--- src/rtl/sump_host_ctrl_if.sv ---
// Request, UART byte and result signals between the SUMP host controller and its neighbours.
// The controller uses the slave view; the harness or bridge driving it uses the master view.
interface sump_host_ctrl_if;
  logic        CMD_VALID;
  logic        CMD_READY;
  logic [7:0]  CMD_OP;
  logic [31:0] CMD_ARG;
  logic [7:0]  TXB_DATA;
  logic        TXB_VALID;
  logic        TXB_READY;
  logic [7:0]  RXB_DATA;
  logic        RXB_VALID;
  logic [7:0]  SMP_DATA;
  logic        SMP_VALID;
  logic [31:0] META_DEPTH;
  logic [31:0] META_RATE;
  logic [7:0]  META_NCH;
  logic [7:0]  META_PROTO;
  logic        BUSY;
  logic        DONE;
  logic        ERR;

  modport slave (
    input  CMD_VALID, CMD_OP, CMD_ARG, TXB_READY, RXB_DATA, RXB_VALID,
    output CMD_READY, TXB_DATA, TXB_VALID, SMP_DATA, SMP_VALID,
           META_DEPTH, META_RATE, META_NCH, META_PROTO, BUSY, DONE, ERR
  );

  modport master (
    output CMD_VALID, CMD_OP, CMD_ARG, TXB_READY, RXB_DATA, RXB_VALID,
    input  CMD_READY, TXB_DATA, TXB_VALID, SMP_DATA, SMP_VALID,
           META_DEPTH, META_RATE, META_NCH, META_PROTO, BUSY, DONE, ERR
  );
endinterface

--- src/rtl/sump_host_ctrl.sv ---
// SUMP/OLS initiator: serialises requests to UART bytes, then collects the sample
// stream (arm) or parses the metadata report (ID). Every output is registered.
module sump_host_ctrl #(
  parameter int DEPTH   = 8192,
  parameter int TIMEOUT = 48_000_000
) (
  input  logic            CAP_CLK,
  input  logic            RST,
  sump_host_ctrl_if.slave bus
);

  localparam int SCW = $clog2(DEPTH) + 1;
  localparam int TOW = $clog2(TIMEOUT + 1);
  localparam logic [SCW-1:0] DEPTH_M1 = SCW'(DEPTH - 1);
  localparam logic [TOW-1:0] TO_LAST  = TOW'(TIMEOUT - 1);

  typedef enum logic [1:0] {IDLE, SEND, RESP_SMP, RESP_ID} state_t;
  typedef enum logic [1:0] {TAG, STR, NUM} id_state_t;

  // Opcodes 0x00..0x02 carry no argument bytes.
  function automatic logic is_short_op(input logic [7:0] op);
    return (op <= 8'h02);
  endfunction

  function automatic logic [7:0] arg_byte(input logic [31:0] arg, input logic [2:0] idx);
    case (idx)
      3'd0:    return arg[7:0];
      3'd1:    return arg[15:8];
      3'd2:    return arg[23:16];
      3'd3:    return arg[31:24];
      default: return 8'h00;
    endcase
  endfunction

  state_t      state_r, state_nx_s;
  id_state_t   id_r, id_nx_s;
  logic [7:0]  op_r, op_nx_s;
  logic [31:0] arg_r, arg_nx_s;
  logic [2:0]  idx_r, idx_nx_s;
  logic        txb_valid_r, txb_valid_nx_s;
  logic [7:0]  txb_data_r, txb_data_nx_s;
  logic        smp_valid_r, smp_valid_nx_s;
  logic [7:0]  smp_data_r, smp_data_nx_s;
  logic        done_r, done_nx_s;
  logic        err_r, err_nx_s;
  logic        cmd_ready_r, busy_r;
  logic [31:0] meta_depth_r, meta_depth_nx_s;
  logic [31:0] meta_rate_r, meta_rate_nx_s;
  logic [7:0]  meta_nch_r, meta_nch_nx_s;
  logic [7:0]  meta_proto_r, meta_proto_nx_s;
  logic [SCW-1:0] smp_cnt_r, smp_cnt_nx_s;
  logic [TOW-1:0] to_cnt_r, to_cnt_nx_s;
  logic [TOW-1:0] to_inc_s;
  logic [31:0] acc_r, acc_nx_s, acc_shift_s;
  logic [1:0]  num_left_r, num_left_nx_s;
  logic [7:0]  tag_r, tag_nx_s;
  logic [2:0]  last_idx_s;

  // Next-state and next-output computation for the whole controller.
  always_comb begin
    state_nx_s      = state_r;
    id_nx_s         = id_r;
    op_nx_s         = op_r;
    arg_nx_s        = arg_r;
    idx_nx_s        = idx_r;
    txb_valid_nx_s  = txb_valid_r;
    txb_data_nx_s   = txb_data_r;
    smp_valid_nx_s  = 1'b0;
    smp_data_nx_s   = smp_data_r;
    done_nx_s       = 1'b0;
    err_nx_s        = 1'b0;
    meta_depth_nx_s = meta_depth_r;
    meta_rate_nx_s  = meta_rate_r;
    meta_nch_nx_s   = meta_nch_r;
    meta_proto_nx_s = meta_proto_r;
    smp_cnt_nx_s    = smp_cnt_r;
    to_cnt_nx_s     = to_cnt_r;
    acc_nx_s        = acc_r;
    num_left_nx_s   = num_left_r;
    tag_nx_s        = tag_r;
    last_idx_s      = is_short_op(op_r) ? 3'd0 : 3'd4;
    to_inc_s        = bus.RXB_VALID ? {TOW{1'b0}} : (to_cnt_r + {{(TOW-1){1'b0}}, 1'b1});
    acc_shift_s     = {acc_r[23:0], bus.RXB_DATA};

    case (state_r)
      IDLE: begin
        if (bus.CMD_VALID) begin
          op_nx_s        = bus.CMD_OP;
          arg_nx_s       = bus.CMD_ARG;
          idx_nx_s       = 3'd0;
          txb_valid_nx_s = 1'b1;
          txb_data_nx_s  = bus.CMD_OP;
          state_nx_s     = SEND;
        end else begin
          to_cnt_nx_s = {TOW{1'b0}};
        end
      end

      SEND: begin
        if (txb_valid_r && bus.TXB_READY) begin
          if (idx_r == last_idx_s) begin
            txb_valid_nx_s = 1'b0;
            to_cnt_nx_s    = {TOW{1'b0}};
            case (op_r)
              8'h01: begin
                state_nx_s   = RESP_SMP;
                smp_cnt_nx_s = {SCW{1'b0}};
              end
              8'h02: begin
                state_nx_s = RESP_ID;
                id_nx_s    = TAG;
              end
              default: begin
                state_nx_s = IDLE;
                done_nx_s  = 1'b1;
              end
            endcase
          end else begin
            idx_nx_s      = idx_r + 3'd1;
            txb_data_nx_s = arg_byte(arg_r, idx_r);
          end
        end else begin
          txb_valid_nx_s = txb_valid_r;
        end
      end

      RESP_SMP: begin
        to_cnt_nx_s = to_inc_s;
        if (bus.RXB_VALID) begin
          smp_valid_nx_s = 1'b1;
          smp_data_nx_s  = bus.RXB_DATA;
          if (smp_cnt_r == DEPTH_M1) begin
            done_nx_s  = 1'b1;
            state_nx_s = IDLE;
          end else begin
            smp_cnt_nx_s = smp_cnt_r + {{(SCW-1){1'b0}}, 1'b1};
          end
        end else if (to_inc_s == TO_LAST) begin
          err_nx_s   = 1'b1;
          state_nx_s = IDLE;
        end else begin
          smp_valid_nx_s = 1'b0;
        end
      end

      RESP_ID: begin
        to_cnt_nx_s = to_inc_s;
        if (bus.RXB_VALID) begin
          case (id_r)
            TAG: begin
              tag_nx_s = bus.RXB_DATA;
              acc_nx_s = 32'h0000_0000;
              case (bus.RXB_DATA)
                8'h00: begin
                  done_nx_s  = 1'b1;
                  state_nx_s = IDLE;
                end
                8'h01, 8'h02: id_nx_s = STR;
                8'h21, 8'h23: begin
                  id_nx_s       = NUM;
                  num_left_nx_s = 2'd3;
                end
                8'h40, 8'h41: begin
                  id_nx_s       = NUM;
                  num_left_nx_s = 2'd0;
                end
                default: begin
                  err_nx_s   = 1'b1;
                  state_nx_s = IDLE;
                end
              endcase
            end
            STR: begin
              if (bus.RXB_DATA == 8'h00) begin
                id_nx_s = TAG;
              end else begin
                id_nx_s = STR;
              end
            end
            NUM: begin
              acc_nx_s = acc_shift_s;
              if (num_left_r == 2'd0) begin
                id_nx_s = TAG;
                // Only a completed field reaches the metadata registers.
                case (tag_r)
                  8'h21:   meta_depth_nx_s = acc_shift_s;
                  8'h23:   meta_rate_nx_s  = acc_shift_s;
                  8'h40:   meta_nch_nx_s   = acc_shift_s[7:0];
                  8'h41:   meta_proto_nx_s = acc_shift_s[7:0];
                  default: meta_nch_nx_s   = meta_nch_r;
                endcase
              end else begin
                num_left_nx_s = num_left_r - 2'd1;
              end
            end
            default: id_nx_s = TAG;
          endcase
        end else if (to_inc_s == TO_LAST) begin
          err_nx_s   = 1'b1;
          state_nx_s = IDLE;
        end else begin
          id_nx_s = id_r;
        end
      end

      default: state_nx_s = IDLE;
    endcase
  end

  // State and output register bank; reset drops every output asynchronously.
  always_ff @(posedge CAP_CLK or posedge RST) begin
    if (RST) begin
      state_r      <= IDLE;
      id_r         <= TAG;
      op_r         <= 8'h00;
      arg_r        <= 32'h0000_0000;
      idx_r        <= 3'd0;
      txb_valid_r  <= 1'b0;
      txb_data_r   <= 8'h00;
      smp_valid_r  <= 1'b0;
      smp_data_r   <= 8'h00;
      done_r       <= 1'b0;
      err_r        <= 1'b0;
      cmd_ready_r  <= 1'b1;
      busy_r       <= 1'b0;
      meta_depth_r <= 32'h0000_0000;
      meta_rate_r  <= 32'h0000_0000;
      meta_nch_r   <= 8'h00;
      meta_proto_r <= 8'h00;
      smp_cnt_r    <= {SCW{1'b0}};
      to_cnt_r     <= {TOW{1'b0}};
      acc_r        <= 32'h0000_0000;
      num_left_r   <= 2'd0;
      tag_r        <= 8'h00;
    end else begin
      state_r      <= state_nx_s;
      id_r         <= id_nx_s;
      op_r         <= op_nx_s;
      arg_r        <= arg_nx_s;
      idx_r        <= idx_nx_s;
      txb_valid_r  <= txb_valid_nx_s;
      txb_data_r   <= txb_data_nx_s;
      smp_valid_r  <= smp_valid_nx_s;
      smp_data_r   <= smp_data_nx_s;
      done_r       <= done_nx_s;
      err_r        <= err_nx_s;
      cmd_ready_r  <= (state_nx_s == IDLE);
      busy_r       <= (state_nx_s != IDLE);
      meta_depth_r <= meta_depth_nx_s;
      meta_rate_r  <= meta_rate_nx_s;
      meta_nch_r   <= meta_nch_nx_s;
      meta_proto_r <= meta_proto_nx_s;
      smp_cnt_r    <= smp_cnt_nx_s;
      to_cnt_r     <= to_cnt_nx_s;
      acc_r        <= acc_nx_s;
      num_left_r   <= num_left_nx_s;
      tag_r        <= tag_nx_s;
    end
  end

  assign bus.CMD_READY  = cmd_ready_r;
  assign bus.TXB_DATA   = txb_data_r;
  assign bus.TXB_VALID  = txb_valid_r;
  assign bus.SMP_DATA   = smp_data_r;
  assign bus.SMP_VALID  = smp_valid_r;
  assign bus.META_DEPTH = meta_depth_r;
  assign bus.META_RATE  = meta_rate_r;
  assign bus.META_NCH   = meta_nch_r;
  assign bus.META_PROTO = meta_proto_r;
  assign bus.BUSY       = busy_r;
  assign bus.DONE       = done_r;
  assign bus.ERR        = err_r;

endmodule

--- src/flat_wrapper.sv ---
// flat-port wrapper written by rule: the top's interface ports become plain ports
module sump_host_ctrl_flat 
#(
  parameter int DEPTH   = 8192,
  parameter int TIMEOUT = 48_000_000
)
  (CAP_CLK, RST, bus_CMD_VALID, bus_CMD_OP, bus_CMD_ARG, bus_TXB_READY, bus_RXB_DATA, bus_RXB_VALID, bus_CMD_READY, bus_TXB_DATA, bus_TXB_VALID, bus_SMP_DATA, bus_SMP_VALID, bus_META_DEPTH, bus_META_RATE, bus_META_NCH, bus_META_PROTO, bus_BUSY, bus_DONE, bus_ERR);
  sump_host_ctrl_if bus_i ();
  input  logic CAP_CLK;
  input  logic RST;
  input wire logic [$bits(bus_i.CMD_VALID)-1:0] bus_CMD_VALID;
  input wire logic [$bits(bus_i.CMD_OP)-1:0] bus_CMD_OP;
  input wire logic [$bits(bus_i.CMD_ARG)-1:0] bus_CMD_ARG;
  input wire logic [$bits(bus_i.TXB_READY)-1:0] bus_TXB_READY;
  input wire logic [$bits(bus_i.RXB_DATA)-1:0] bus_RXB_DATA;
  input wire logic [$bits(bus_i.RXB_VALID)-1:0] bus_RXB_VALID;
  output wire logic [$bits(bus_i.CMD_READY)-1:0] bus_CMD_READY;
  output wire logic [$bits(bus_i.TXB_DATA)-1:0] bus_TXB_DATA;
  output wire logic [$bits(bus_i.TXB_VALID)-1:0] bus_TXB_VALID;
  output wire logic [$bits(bus_i.SMP_DATA)-1:0] bus_SMP_DATA;
  output wire logic [$bits(bus_i.SMP_VALID)-1:0] bus_SMP_VALID;
  output wire logic [$bits(bus_i.META_DEPTH)-1:0] bus_META_DEPTH;
  output wire logic [$bits(bus_i.META_RATE)-1:0] bus_META_RATE;
  output wire logic [$bits(bus_i.META_NCH)-1:0] bus_META_NCH;
  output wire logic [$bits(bus_i.META_PROTO)-1:0] bus_META_PROTO;
  output wire logic [$bits(bus_i.BUSY)-1:0] bus_BUSY;
  output wire logic [$bits(bus_i.DONE)-1:0] bus_DONE;
  output wire logic [$bits(bus_i.ERR)-1:0] bus_ERR;
  assign bus_i.CMD_VALID = bus_CMD_VALID;
  assign bus_i.CMD_OP = bus_CMD_OP;
  assign bus_i.CMD_ARG = bus_CMD_ARG;
  assign bus_i.TXB_READY = bus_TXB_READY;
  assign bus_i.RXB_DATA = bus_RXB_DATA;
  assign bus_i.RXB_VALID = bus_RXB_VALID;
  assign bus_CMD_READY = bus_i.CMD_READY;
  assign bus_TXB_DATA = bus_i.TXB_DATA;
  assign bus_TXB_VALID = bus_i.TXB_VALID;
  assign bus_SMP_DATA = bus_i.SMP_DATA;
  assign bus_SMP_VALID = bus_i.SMP_VALID;
  assign bus_META_DEPTH = bus_i.META_DEPTH;
  assign bus_META_RATE = bus_i.META_RATE;
  assign bus_META_NCH = bus_i.META_NCH;
  assign bus_META_PROTO = bus_i.META_PROTO;
  assign bus_BUSY = bus_i.BUSY;
  assign bus_DONE = bus_i.DONE;
  assign bus_ERR = bus_i.ERR;
  sump_host_ctrl #(.DEPTH(DEPTH), .TIMEOUT(TIMEOUT)) u_core (.CAP_CLK(CAP_CLK), .RST(RST), .bus(bus_i));
endmodule
--- config.mk ---
export PLATFORM = sky130hd
export DESIGN_NAME = sump_host_ctrl_flat
export DESIGN_NICKNAME = d
export VERILOG_FILES = /design/src/rtl/sump_host_ctrl_if.sv /design/src/rtl/sump_host_ctrl.sv /design/src/flat_wrapper.sv
export SDC_FILE = /design/constraint.sdc
export NUM_CORES = 1
export LEC_CHECK = 0
export BUFFER_PORTS_ARGS = -buffer_cell sky130_fd_sc_hd__buf_2
export CORE_ASPECT_RATIO = 0.75
export CORE_MARGIN = 2
export CORE_UTILIZATION = 50
export CTS_BUF_LIST = sky130_fd_sc_hd__clkbuf_4
export CTS_CLUSTER_DIAMETER = 100
export DETAILED_ROUTE_END_ITERATION = 12
export GPL_TIMING_DRIVEN = 0
export PLACE_DENSITY_LB_ADDON = 0.2
export SKIP_LAST_GASP = 1
export SLEW_MARGIN = 20
export SYNTH_ARGS = -nofsm -noshare
export SYNTH_HDL_FRONTEND = slang
export SYNTH_SLANG_ARGS = --single-unit
export TNS_END_PERCENT = 20
--- constraint.sdc ---
create_clock -name CAP_CLK -period 8.3 [get_ports CAP_CLK]
set_input_delay 1.66 -clock CAP_CLK [delete_from_list [all_inputs] [get_ports CAP_CLK]]
set_output_delay 1.66 -clock CAP_CLK [all_outputs]
set_load 0.05 [all_outputs]
## Word-level counts from Yosys, hierarchy flattened

Cells that the tools add are included.

- Register bits after elaboration: 223
- Bits of input ports: 53
- Output and inout port bits: 102
- Word-level logic and storage cells: 164

- Add/subtract/negate cells: 4
- Magnitude comparators: 1
- Equal/unequal tests: 37
- Mux-type cells: 66
- Reduce and logical (&&, ||, !) cells: 34

Operators with widths:

| operator | count |
|---|---|
| $mux W26 | 4 |
| $pmux W26 S3 | 1 |
| $mux W14 | 5 |
| $pmux W24 S2 | 1 |
| $eq A8 B6 Y1 const B | 4 |
| $eq A8 B7 Y1 const B | 4 |
| $pmux W8 S4 | 1 |
| $mux W2 | 15 |
| $pmux W14 S2 | 1 |
| $add A26 B1 Y26 const B | 1 |
| $eq A26 B26 Y1 const B | 1 |
| $reduce_and A5 Y1 | 5 |
| $mux W8 | 3 |
| $pmux W2 S2 | 5 |
| $mux W1 | 19 |
| $ne A2 B2 Y1 const B | 9 |
| $eq A8 B1 Y1 const B | 2 |
| $eq A8 B2 Y1 const B | 2 |
| $pmux W8 S2 | 1 |
| $add A14 B1 Y14 const B | 1 |
| $eq A14 B13 Y1 const B | 1 |
| $mux W3 | 4 |
| $reduce_bool A2 Y1 | 5 |
| $reduce_or A2 Y1 | 5 |
| other kinds (29) | 42 |

## Depth between registers and ports, before layout

- Depth after elaboration: 7
- Depth in mapped cells: 9

## Least setup slack after synthesis

OpenSTA, ideal clock, no wires.

- Path type: input port to flip-flop
- Start: in bus_RXB_VALID
- End: reg u_core.meta_depth_r[2] (netlist: u_core.bus.META_DEPTH[2])
- Arrival time: 3.554 ns
- Slack: 4.621 ns
- Stages: 7
- Buffers on the path: 2
- Cell sequence: buf_2 > nand2_1 > nor2_1 > nand4b_1 > nor4_1 > buf_2 > mux2_2

- Longest elaborated chain between the ends: 1

Ends and longest elaborated chain:

| item | line | source |
|---|---|---|
| from (decl) | flat_wrapper.sv:16 | `input wire logic [$bits(bus_i.RXB_VALID)-1:0] bus_RXB_VALID;` |
| $reduce_and A5 Y1 (no line) | - |  |
| to (signal assigned) | sump_host_ctrl.sv:249 | `meta_depth_r <= meta_depth_nx_s;` |
| to (decl) | sump_host_ctrl.sv:47 | `logic [31:0] meta_depth_r, meta_depth_nx_s;` |

No other way between the ends.
A chain may end at the register's enable or synchronous reset.

## Final worst setup path

- Start: in bus_RXB_VALID
- End: reg u_core.meta_depth_r[27] (netlist: u_core.bus.META_DEPTH[27])

The elaborated chain is that of the path after synthesis.

==> results by group <==
Worst setup path
  • Worst EP required: about 8.8 ns
  • Reg-to-reg startpoint: u_core.id_r[0]$_DFFE_PP0P_
  • Crit Path Class: primary input to flip-flop
  • R2r endpoint: u_core.bus.META_DEPTH[27]$_DFFE_PP0P_
  • Reg2Reg Setup Slack: 5.02 ns
  • Crit-path cells: buf_2 > nand2_1 > nor2_1 > nand4b_1 > nor4_1 > buf_2 > mux2_2
  • CP Launch Point: bus_RXB_VALID
  • Slowest CP cell: nor4_1
  • Crit. End Element: flip-flop
  • Critical Path End: u_core.bus.META_DEPTH[27]$_DFFE_PP0P_
  • Crit path buf inv count: 2
  • Worst path max stage delay: 0.95 ns
  • CP Launch Type: primary input
  • Crit. path cell count: 7
  • Arr. time, crit path: around 4.6 ns
  • Crit-path most repeated cell: buf_2
  • Critical path peak fanout: 10
  • R2R cell count: 6
  • Largest delay contributor family on the critical path: simple AND/OR/NAND/NOR gates

STA
  • Min setup slack post-route: 4.25 ns
  • Max Fclk: about 250 MHz
  • RSZ-0062 raised after global routing: no
  • Slew Viols, Final: 0
  • Setup Viol. Count Final: 0
  • Skew final: ~0.034 ns
  • Slew margin rel.: between 20 and 30%
  • Worst Tran Pin Value: between 1 and 1.5 ns
  • Setup TNS: 0 ns
  • Crit share post-route: between 40% and 50%
  • Hold Fails Final Rpt: 0
  • Post-layout min period: around 4 ns

Clocking
  • H-tree depth: 2
  • Num CTS Buffers: 53
  • CTS tree: yes
  • Clock Path Buffers: 3
  • Root buffer cell: clkbuf_4
  • Clock Latency Late Sink: 0.67 ns
  • Worst-path clk slew: about 0.060 ns
  • Post-CTS setup buffer count: 0
  • Post-cts gate resize count: 0
  • Hold Buf Count CTS: 0
  • Clock sinks: roughly 220

Yosys
  • Syn nets: ~940
  • Yosys top cell by area: dfrtp_1
  • FFs w/ async S/R, synth: 100%
  • Main flop type after synthesis: dfrtp_1
  • Yosys cell types: 61
  • #FFs+latches synth: 223
  • Seq/Total Area, Yosys: 55.7%
  • Ys Warns: 0
  • Syn Inst Count: around 900
  • Mapped cell area: ~0.01 mm2
  • Main area contributors after synthesis: dfrtp_1 (55%), mux2_2 (17%), nand2_1 (3.9%)
  • EDFF count, synth: 0
  • Yosys top cell area share: a little under three fifths
  • Avg Cell Area, Syn: between 10 and 15 um2

Detailed routing
  • Vias: about 7.7k
  • ANT nets after route: 0
  • Via density: between 5 and 6
  • Initial DRC Count: between 500 and 600
  • Drt total wl: 23.5 mm
  • 1st-pass router iterations: 8
  • DRC: 8
  • Routed len/inst: approximately 17 um

Power
  • Internal power: slightly below 2 mW
  • VDD IR max: around 170 uV
  • Net Sw Frac: a little under a third
  • Static leakage: around 5.8 nW
  • Seq pwr share: between 50% and 60%
  • PD cells: around 240 mW/mm2
  • Comb power frac: 19.3%
  • Clock share of power: between 20 and 30%
  • NetSw: between 0.8 and 0.9 mW

Die
  • Row cnt: 44
  • Die area: 0.0212 mm2
  • I/O pins: 155
  • Initial Util: 51.4%
  • Die Height: approximately 130 um
  • CORE AREA: ~0.019 mm2
  • Die W: between 150 and 200 um

Run status
  • Failing checks: design-rule violations
  • Status: complete, but fails checks

Placement
  • Routability cong.: roughly 0.84
  • IO buf count: 153
  • Post-DP Area: 0.0112 mm2
  • Post-Place Setup Slack: about 3.6 ns
  • Post-DP HPWL: ~16 mm

Final layout
  • Area grow syn2layout: 17.5%
  • Share of layout cells above drive strength 1: between 30% and 40%
  • Most common cell after layout, fill and taps aside: dfrtp_1
  • Design Area, Final: ~0.012 mm2
  • Final net count: about 1.2k
  • Commonest cells after routing, fill and taps aside: dfrtp_1 (222), buf_2 (159), mux2_2 (147)

Global routing
  • Total grt overflow: 0
  • Pin count of the biggest net entering global routing: about 100
  • Initial antenna violation count: 2
  • First-pass GRT wire length: 39.1 mm
  • Total Routing Usage GR: 22.8%
  • Vias in the first global route: between 7k and 8k

Worst hold path
  • Worst hold path class: flip-flop to flip-flop

Flow run
  • Total of max-cap violations: 0
## stage by stage
stage	instances	power (mW)	utilization, %	hold slack, ns
floorplan	882	1.83	-	0.450
global placement	1288	1.99	57.0	0.476
detailed placement	1290	2.01	57.3	0.475
CTS	1375	2.84	60.4	0.484
global route	1376	3.00	60.4	0.516
finish	1376	2.81	60.4	0.480
## logic make-up after synthesis
family          count (synthesis)  share of synthesized area [%]
fa+ha+maj                       8                          0.999
mux                           150                           16.8
flops                         223                           55.7
simple gates                  281                           13.8
compound gates                146                           9.30
buf+inv                        65                           2.58
xor+xnor                        9                          0.786
## registers in the layout, indices dropped and copies added, names as in the netlist, 2 cells and up
| name | flops |
|---|---|
| u_core.bus.META_RATE | 32 |
| u_core.state_r | 2 |
| u_core.bus.META_PROTO | 8 |
| u_core.smp_cnt_r | 14 |
| u_core.bus.TXB_DATA | 8 |
| u_core.bus.META_DEPTH | 32 |
| u_core.acc_r | 24 |
| u_core.num_left_r | 2 |
| u_core.op_r | 8 |
| u_core.idx_r | 3 |
| u_core.id_r | 2 |
| u_core.to_cnt_r | 26 |
| u_core.arg_r | 32 |
| u_core.bus.META_NCH | 8 |
| u_core.tag_r | 8 |
| u_core.bus.SMP_DATA | 8 |
## worst min-delay path by stage
stage / slack [ns] / cells past startpoint / startpoint / to
4_1_cts: 0.48 / 1 / u_core.num_left_r[0]$_DFFE_PP0P_ / u_core.num_left_r[0]$_DFFE_PP0P_
2_1_floorplan: 0.45 / 1 / u_core.num_left_r[0]$_DFFE_PP0P_ / u_core.num_left_r[0]$_DFFE_PP0P_
3_5_place_dp: 0.48 / 1 / u_core.num_left_r[0]$_DFFE_PP0P_ / u_core.num_left_r[0]$_DFFE_PP0P_
5_1_grt: 0.52 / 1 / u_core.bus.META_RATE[8]$_DFFE_PP0P_ / u_core.bus.META_RATE[8]$_DFFE_PP0P_
3_3_place_gp: 0.48 / 1 / u_core.num_left_r[0]$_DFFE_PP0P_ / u_core.num_left_r[0]$_DFFE_PP0P_
6_report: 0.48 / 1 / u_core.num_left_r[0]$_DFFE_PP0P_ / u_core.num_left_r[0]$_DFFE_PP0P_
## cells in the mapped netlist, types with 4 or more instances
master    count
nor2_1       47
o31ai_1      10
xor2_1        4
xnor2_1       5
nand4_1      10
buf_2         6
a31oi_1      11
and3_1        5
dfrtp_1     222
buf_1         6
nand2_1     105
a21oi_1       9
nand2b_1      4
nor4_1       12
or3_1         4
o41ai_1       4
inv_1        18
a222oi_1      8
ha_1          8
mux2_2      147
nor3_1        8
a22o_1        9
nor2b_1       8
clkbuf_1     34
nand3_1      52
o21ai_0      72
## metal layers
| metal | part of all wire (%) | GRT usage (%) | vias up |
|---|---|---|---|
| met2 | 42 | 32.2 | 241 |
| li1 | - | - | 3633 |
| met4 | 1.5 | 6.24 | 2 |
| met5 | 0.055 | 0 | - |
| met1 | 49 | 34.7 | 3817 |
| met3 | 7.2 | 6.24 | 38 |
## power groups by stage
| stage | Sequential (mW) | Clock (mW) | Combinational [mW] |
|---|---|---|---|
| 2_1_floorplan | 1.50 | 0 | 0.330 |
| 3_3_place_gp | 1.46 | 0 | 0.530 |
| 3_5_place_dp | 1.46 | 0 | 0.546 |
| 4_1_cts | 1.45 | 0.851 | 0.547 |
| 5_1_grt | 1.48 | 0.916 | 0.604 |
| 6_report | 1.45 | 0.821 | 0.543 |
## worst reg2reg max path, stage by stage (launching register included)
cell and delay [ns]:
dfrtp_1 0.43, nand2b_1 0.21, nor2_1 0.48, nand4b_1 0.27
nor4_1 0.95, buf_2 0.43, mux2_2 0.38
## final cells by class
type | instances | area, um2
timing repair buffer | 155 | 821
tap | 253 | 317
clock buffer | 74 | 556
inverter | 18 | 75.1
sequential | 223 | 5580
buffer | 47 | 191
multi-input combinational | 594 | 4190
antenna | 1 | 2.50
fill | 1683 | 7710
clock inverter | 11 | 46.3
(Power assumes the default switching activity.)
